`src/rtl/max_product_window_sched.sv`:
```
// max_product_window_sched: walks a block one window at a time through metric fetch, datapath issue and LLR write-back
module max_product_window_sched #(
  parameter int SYMBOLS     = 4,
  parameter int MAX_WINDOWS = 256,
  parameter int WIN_BITS    = 8,
  parameter int LEN_BITS    = 11,
  parameter int MAX_LATENCY = 64
) (
  input  logic                       clk,
  input  logic                       reset,
  input  logic                       start,
  input  logic                       abort,
  input  logic [LEN_BITS-1:0]        block_len,
  output logic                       busy,
  output logic                       done,
  output logic                       error,
  output logic                       mem_rd_en,
  output logic [WIN_BITS-1:0]        mem_rd_addr,
  input  logic                       mem_rd_valid,
  output logic                       stage_load,
  output logic                       mp_in_valid,
  input  logic                       mp_out_valid,
  output logic                       llr_wr_en,
  output logic [WIN_BITS-1:0]        llr_wr_addr,
  output logic [$clog2(SYMBOLS):0]   valid_syms
);
  localparam int VS_W  = $clog2(SYMBOLS) + 1;
  localparam int CNT_W = $clog2(MAX_LATENCY + 1);
  typedef enum logic [2:0] {IDLE, FETCH, WAIT_DATA, ISSUE, WAIT_RESULT, WRITE, DONE, ERROR} state_t;
  state_t state_q, state_d;
  logic [WIN_BITS-1:0] win_q, win_d, last_win_q, last_win_d, addr_q, addr_d;
  logic [VS_W-1:0] last_syms_q, last_syms_d, vs_q, vs_d;
  logic [CNT_W-1:0] cnt_q, cnt_d;
  logic [LEN_BITS:0] len_ext, nwin;
  logic error_q, error_d, busy_q, busy_d, done_q, done_d;
  logic rd_en_q, rd_en_d, iss_q, iss_d, wr_en_q, wr_en_d;
  assign len_ext = {1'b0, block_len};
  assign nwin    = (len_ext + (LEN_BITS+1)'(SYMBOLS - 1)) / (LEN_BITS+1)'(SYMBOLS);
  always_comb begin
    state_d     = state_q;
    win_d       = win_q;
    last_win_d  = last_win_q;
    last_syms_d = last_syms_q;
    cnt_d       = cnt_q;
    error_d     = error_q;
    case (state_q)
      IDLE: if (start) begin
        error_d     = 1'b0;
        win_d       = '0;
        last_win_d  = WIN_BITS'(nwin - 1'b1);
        last_syms_d = VS_W'(len_ext - (nwin - 1'b1) * (LEN_BITS+1)'(SYMBOLS));
        if (block_len == '0) state_d = DONE;
        else if (nwin > (LEN_BITS+1)'(MAX_WINDOWS)) error_d = 1'b1;
        else state_d = FETCH;
      end
      FETCH:     state_d = WAIT_DATA;
      WAIT_DATA: state_d = mem_rd_valid ? ISSUE : WAIT_DATA;
      ISSUE: begin
        cnt_d   = '0;
        state_d = WAIT_RESULT;
      end
      WAIT_RESULT: begin
        cnt_d = cnt_q + 1'b1;
        // a result arriving on the final count still wins over the timeout
        if (mp_out_valid) state_d = WRITE;
        else if (cnt_q == CNT_W'(MAX_LATENCY - 1)) begin
          error_d = 1'b1;
          state_d = ERROR;
        end
      end
      WRITE: begin
        state_d = (win_q == last_win_q) ? DONE : FETCH;
        win_d   = (win_q == last_win_q) ? win_q : win_q + 1'b1;
      end
      default: state_d = IDLE;
    endcase
    if (abort && state_q != IDLE) begin
      state_d = IDLE;
      error_d = error_q;
    end
    busy_d  = state_d != IDLE;
    done_d  = state_q == DONE && !abort;
    rd_en_d = state_q == FETCH && !abort;
    iss_d   = state_q == ISSUE && !abort;
    wr_en_d = state_q == WRITE && !abort;
    addr_d  = state_q == IDLE ? '0 : win_q;
    vs_d    = state_q == IDLE ? '0 : (win_q == last_win_q ? last_syms_q : VS_W'(SYMBOLS));
  end
  always_ff @(posedge clk) begin
    if (reset) begin
      state_q     <= IDLE;
      win_q       <= '0;
      last_win_q  <= '0;
      last_syms_q <= '0;
      cnt_q       <= '0;
      error_q     <= 1'b0;
      busy_q      <= 1'b0;
      done_q      <= 1'b0;
      rd_en_q     <= 1'b0;
      iss_q       <= 1'b0;
      wr_en_q     <= 1'b0;
      addr_q      <= '0;
      vs_q        <= '0;
    end else begin
      state_q     <= state_d;
      win_q       <= win_d;
      last_win_q  <= last_win_d;
      last_syms_q <= last_syms_d;
      cnt_q       <= cnt_d;
      error_q     <= error_d;
      busy_q      <= busy_d;
      done_q      <= done_d;
      rd_en_q     <= rd_en_d;
      iss_q       <= iss_d;
      wr_en_q     <= wr_en_d;
      addr_q      <= addr_d;
      vs_q        <= vs_d;
    end
  end
  assign busy        = busy_q;
  assign done        = done_q;
  assign error       = error_q;
  assign mem_rd_en   = rd_en_q;
  assign mem_rd_addr = addr_q;
  assign stage_load  = mem_rd_valid && state_q == WAIT_DATA;
  assign mp_in_valid = iss_q;
  assign llr_wr_en   = wr_en_q;
  assign llr_wr_addr = addr_q;
  assign valid_syms  = vs_q;
endmodule

```
`config.mk`:
```
export PLATFORM = sky130hd
export DESIGN_NAME = max_product_window_sched
export DESIGN_NICKNAME = d
export VERILOG_FILES = /design/src/rtl/max_product_window_sched.sv
export SDC_FILE = /design/constraint.sdc
export NUM_CORES = 1
export LEC_CHECK = 0
export CAP_MARGIN = 10
export CORE_ASPECT_RATIO = 0.75
export CORE_UTILIZATION = 45
export DETAILED_ROUTE_END_ITERATION = 8
export GPL_TIMING_DRIVEN = 0
export PLACE_DENSITY_LB_ADDON = 0.25
export REMOVE_ABC_BUFFERS = 1
export SYNTH_ARGS = -nofsm -noshare
export SYNTH_HDL_FRONTEND = slang
export SYNTH_SLANG_ARGS = --single-unit
```
`constraint.sdc`:
```
create_clock -name clk -period 3.9 [get_ports clk]
set_input_delay 0.585 -clock clk [delete_from_list [all_inputs] [get_ports clk]]
set_output_delay 0.585 -clock clk [all_outputs]
set_load 0.01 [all_outputs]
```
== Yosys cells after proc, flatten, opt, wreduce, memory -nomap -nowiden ==
Cells that the tools add are included.
Word-level totals
  bits in registers: 46
  input bits: 17
  logic and storage cells: 73
Cells by class
  add/subtract/negate cells: 5
  magnitude comparators: 1
  equal/unequal tests: 12
  mux-type cells: 20
  bitwise logic cells: 2
  reduce and logical (&&, ||, !) cells: 19
Operators by type and width (number)
  $mux W3: 8
  $pmux W3 S6: 1
  $mux W8: 2
  $pmux W8 S2: 1
  $pmux W7 S2: 1
  $add A11 B2 Y12 const B: 1
  $logic_not A11 Y1: 1
  $gt A10 B9 Y1 const B: 1
  $eq A3 B3 Y1 const B: 3
  $add A8 B1 Y8 const B: 1
  $eq A8 B8 Y1: 1
  $ne A2 B2 Y1 const B: 4
  $sub A8 B1 Y8 const B: 1
  $add A7 B1 Y7 const B: 1
  $eq A7 B6 Y1 const B: 1
  $eq A3 B2 Y1 const B: 2
  $logic_and A1 B1 Y1: 6
  $mux W1: 6
  $reduce_bool A2 Y1: 3
  $reduce_bool A3 Y1: 2
  $reduce_and A5 Y1: 1
  $eq A3 B1 Y1 const B: 1
  $logic_not A3 Y1: 1
  $reduce_and A3 Y1: 1
  other kinds (7): 8

== Depth between registers and ports, before layout ==
  depth in word-level cells: 8
  depth in mapped cells: 8

== Worst setup path before layout ==
OpenSTA, ideal clock, no wires.
  path kind: input port to flip-flop
  start: input port block_len[0]
  end: register busy_q (netlist: busy)
  setup time: 122 ps
  arrival time: 2293 ps
  required time: 3778 ps
  slack: 1485 ps
  stages: 8
  buffers on the path: 0
  cells stage by stage: nor2_1 -> xor2_1 -> ha_1 -> nand3b_1 -> o31ai_1 -> a221oi_1 -> o41a_1 -> a311o_1
Between the ends
  longest elaborated chain between the ends: 8
  elaborated cells between the ends (all ways): 9
  classes of those cells: add/sub (1); order compare (1); mux (5); reduce/logical (2)
Ends and longest elaborated chain
  start: declaration: RTL line 13  | input logic [LEN_BITS-1:0] block_len,
  $add A11 B2 Y12: RTL line 38  | assign nwin = (len_ext + (LEN_BITS+1)'(SYMBOLS - 1)) / (LEN_BITS+1)'(SYMBOLS);
  $gt A10 B9 Y1: RTL line 53  | else if (nwin > (LEN_BITS+1)'(MAX_WINDOWS)) error_d = 1'b1;
  $mux W3: RTL line 53
  $mux W3 (*): RTL line 52  | if (block_len == '0) state_d = DONE;
  $mux W3 (*): RTL line 47  | IDLE: if (start) begin
  $pmux W3 S6 (*): RTL line 46  | case (state_q)
  $mux W3 (*): RTL line 77  | if (abort && state_q != IDLE) begin
  $reduce_bool A3 Y1 (*): RTL line 81  | busy_d = state_d != IDLE;
  end signal: assignment: RTL line 111  | busy_q <= busy_d;
  end: declaration: RTL line 35  | logic error_q, error_d, busy_q, busy_d, done_q, done_d;
Every way passes the cells marked *; elsewhere a longest branch is shown, timed or not.
A chain may end at the register's enable or synchronous reset.

== Worst setup path after layout ==
Ends and elaborated chain as after synthesis.

==> impl_metrics.csv <==
group,metric,value,unit
clock_network,cts_tree,"built",
clock_network,htreeDepth,2,
synth,synth-compound-area-share,16.5,%
floorplan,initial_core_util,46.8,%
clock_network,cts.sinks,46,
place,dp_cells,348,
layout,layout.cells.non_filler,355,
hold_path,hold_path_depth,2,
pwr,power_density,353,mW/mm^2
synth,async_flop_share,0,%
layout,nNetsFinal,315,
hold_path,hold_class,"reg -> reg",
timing,max_freq,345,MHz
floorplan,rows,22,
setup_path,setup.worst_path.class,"in -> reg",
timing,rsz0062_at_grt,"false",
synth,ys_types,48,
layout,final_cell_area,0.00276,mm^2
grt,grt_first_pass_wirelength,8020,um
setup_path,worstPathRequired,4.09,ns
hold_path,hold_end,"last_syms_q[0]",
synth,synth.area.top_cells,"dfxtp_1 (40%), nor2_1 (5.4%), nand2_1 (4.7%), xnor2_1 (4.2%), xor2_1 (3.4%)",
synth,synthCells,266,
clock_network,cts_setup_buffers,0,
layout,antenna_cells,0,
routing,routedWlPerCell,13.5,um
routing,routed_via_density,5.48,
setup_path,reg2reg_depth,5,
pwr,p_switching,0.233,mW
grt,gr-total-overflow,0,
grt,grt_pass1_vias,1661,
setup_path,cp_max_fo,5,
floorplan,chipWidth,84.4,um
setup_path,rr_startpoint,"state_q[0]",
synth,dominantRegCellSynth,"dfxtp_1",
clock_network,clockBufferDepth,2,
timing,slew_viol_final,0,
layout,fill_cells,464,
synth,ys_seq_elements,46,
routing,drt-total-wl,4800,um
grt,met3_usage,3.62,%
routing,vias,1947,
synth,yosys_warnings,0,
hold_path,min-delay-start,"last_syms_q[0]",
synth,synth_top_area_share,40.2,%
clock_network,clkTransAtPathRegs,0.08,ns
routing,drc,16,
pwr,irDropWorstVdd,0.146,mV
grt,grt-busiest-layer,"met2",
run,max-cap-violations,0,
grt,grt_usage,19.0,%
place,dp_hpwl,3510,um
floorplan,dieHeight,63.8,um
timing,finalSetupTns,0,ns
timing,fin_skew,0.0106,ns
timing,setup_viol,0,
floorplan,io_pins,43,
pwr,clkPwrFrac,36.6,%
grt,grt_max_degree,28,
clock_network,cts-root-buf,"clkbuf_8",
synth,synth_adder_area_share,1.64,%
routing,drtPass1Iterations,6,
synth,synth_mux_area_share,0.491,%
pwr,switching_share,23.9,%
place,portBuffers,42,
timing,worst_pin_slew,1.00,ns
timing,period_needed,2.90,ns
timing,post-route-period-util,74.4,%
status,status,"finished with violations",
pwr,comb_power_share,12.6,%
layout,drive_above_1_share,5.42,%
synth,ys_seq_area_share,40.2,%
setup_path,crit_arrival,3.09,ns
clock_network,clk_latency,0.30,ns
synth,synth-xor-area-share,7.64,%
synth,yosys.area_share.simple,26.7,%
floorplan,coreArea,0.00490,mm^2
place,placed_area,0.00265,mm^2
floorplan,design.die.area,0.00539,mm^2
clock_network,cts_buffers,5,
synth,syn_avg_cell_area,8.62,um^2
synth,yosysTopAreaCell,"dfxtp_1",
setup_path,r2r_slack,1.58,ns
setup_path,end_kind,"flip-flop",
setup_path,start_kind,"input pin",
grt,antenna_found_initial,0,
pwr,p_seq_share,50.8,%
pwr,p_int,0.741,mW
grt,gr-usage-met2,28.0,%
layout,synthToLayoutAreaGrowth,20.5,%
place,place_congestion,0.867,
routing,ant_nets,0,
grt,use_met1,27.7,%
clock_network,cts_hold_buf,0,
timing,max_slew_margin,32.9,%
synth,synth_edf_count,0,
timing,hold_ws,0.457,ns
synth,syn_area,0.00229,mm^2
setup_path,reg2reg_to,"busy",
routing,first_iter_violations,188,
status,violations,"design-rule violations",
clock_network,cts_resized,0,
synth,synth_top_family_by_area,"simple AND/OR/NAND/NOR gates",
pwr,p_leak,0.961,nW
timing,hold_viol_final,0,
-- Yosys cell counts (all sizes together), types with 2 or more instances --
library cell and number:
dfxtp 46, nor2 33, nand2 29, and2 14
a21oi 13, buf 13, nor3 11, xnor2 11
o21ai 9, xor2 9, clkbuf 7, a211oi 6
and3 6, nand3b 6, nand4 6, inv 5
o2111ai 5, a31oi 3, and4 3, ha 3
nor4 3, a2111oi 2, a311o 2, nand3 2
o211ai 2, or2b 2
-- flip-flops by register name, indices dropped and copies added, names as in the netlist --
name	flops
mem_rd_en	1
win_q	8
last_syms_q	3
cnt_q	7
mp_in_valid	1
last_win_q	8
error	1
llr_wr_en	1
llr_wr_addr	8
valid_syms	3
busy	1
done	1
state_q	3
-- layer usage --
metal,part of all wire [%],vias to the layer above
met5,0,-
met4,1.2,0
met3,5.0,5
met2,41,56
met1,53,888
li1,-,998
-- worst max-delay path, cell delays in order --
cell and delay (ns):
clkdlybuf4s50_1 0.50, nor2_1 0.25, xor2_1 0.13, ha_1 0.28, nand3b_1 0.22, o31ai_1 0.35, a221oi_1 0.16, o41a_1 0.35
a311o_1 0.28
-- how the worst max path moves through the flow --
stage	start	endpoint	slack (ns)	depth (start not counted)
2_1_floorplan	block_len[0]	busy	1.48	8
3_3_place_gp	block_len[0]	busy	0.68	9
3_5_place_dp	block_len[0]	busy	0.68	9
4_1_cts	block_len[0]	busy	0.98	9
5_1_grt	block_len[0]	busy	0.69	9
6_report	block_len[0]	busy	1.0	9
-- stage by stage --
step           total power [mW]  setup slack [ns]  utilization [%]
2_1_floorplan             0.575              1.48                -
4_1_cts                   0.978             0.977             56.4
5_1_grt                    1.02             0.686             56.4
3_5_place_dp              0.627             0.684             54.1
3_3_place_gp              0.626             0.680             54.1
6_report                  0.974              1.00             56.4
-- power groups by stage --
stage	combinational, mW	clock, mW	sequential [mW]
after floorplan	0.0711	0	0.504
after detailed placement	0.121	0	0.506
after global placement	0.121	0	0.505
after global routing	0.135	0.392	0.497
final	0.122	0.357	0.494
after CTS	0.122	0.361	0.494
-- layout make-up --
cell class              count  area [um^2]  area share, %
multi-input cells         195         1210           44.0
flip-flops and latches     46          921           33.3
repair buffers             42          420           15.2
clock buffers               6         82.6           2.99
well taps                  60         75.1           2.72
clock inverters             1         30.0           1.09
inverters                   5         18.8          0.680
-- cell usage in the layout (no fill, tap or decap), types with 5 or more instances in the layout --
cell             synthesis  final
xor2_1                   9      9
inv_1                    5      5
o2111ai_1                5      5
nand2_1                 29     29
and2_1                  12     12
a21oi_1                 13     13
and3_1                   6      6
dfxtp_1                 46     46
a211oi_1                 6      6
o21ai_0                  9      9
nor3_1                  11     11
xnor2_1                 11     11
clkdlybuf4s50_1          0     42
nand3b_1                 6      6
nor2_1                  33     33
clkbuf_8                 0      6
-- cell families after synthesis --
family / Yosys count
AO/OA/AOI/OAI: 53
XOR/XNOR: 20
adder cells (fa/ha/maj): 3
buffers and inverters: 25
flip-flops: 46
multiplexers: 1
AND/OR/NAND/NOR: 118
(Power assumes the default switching activity.)
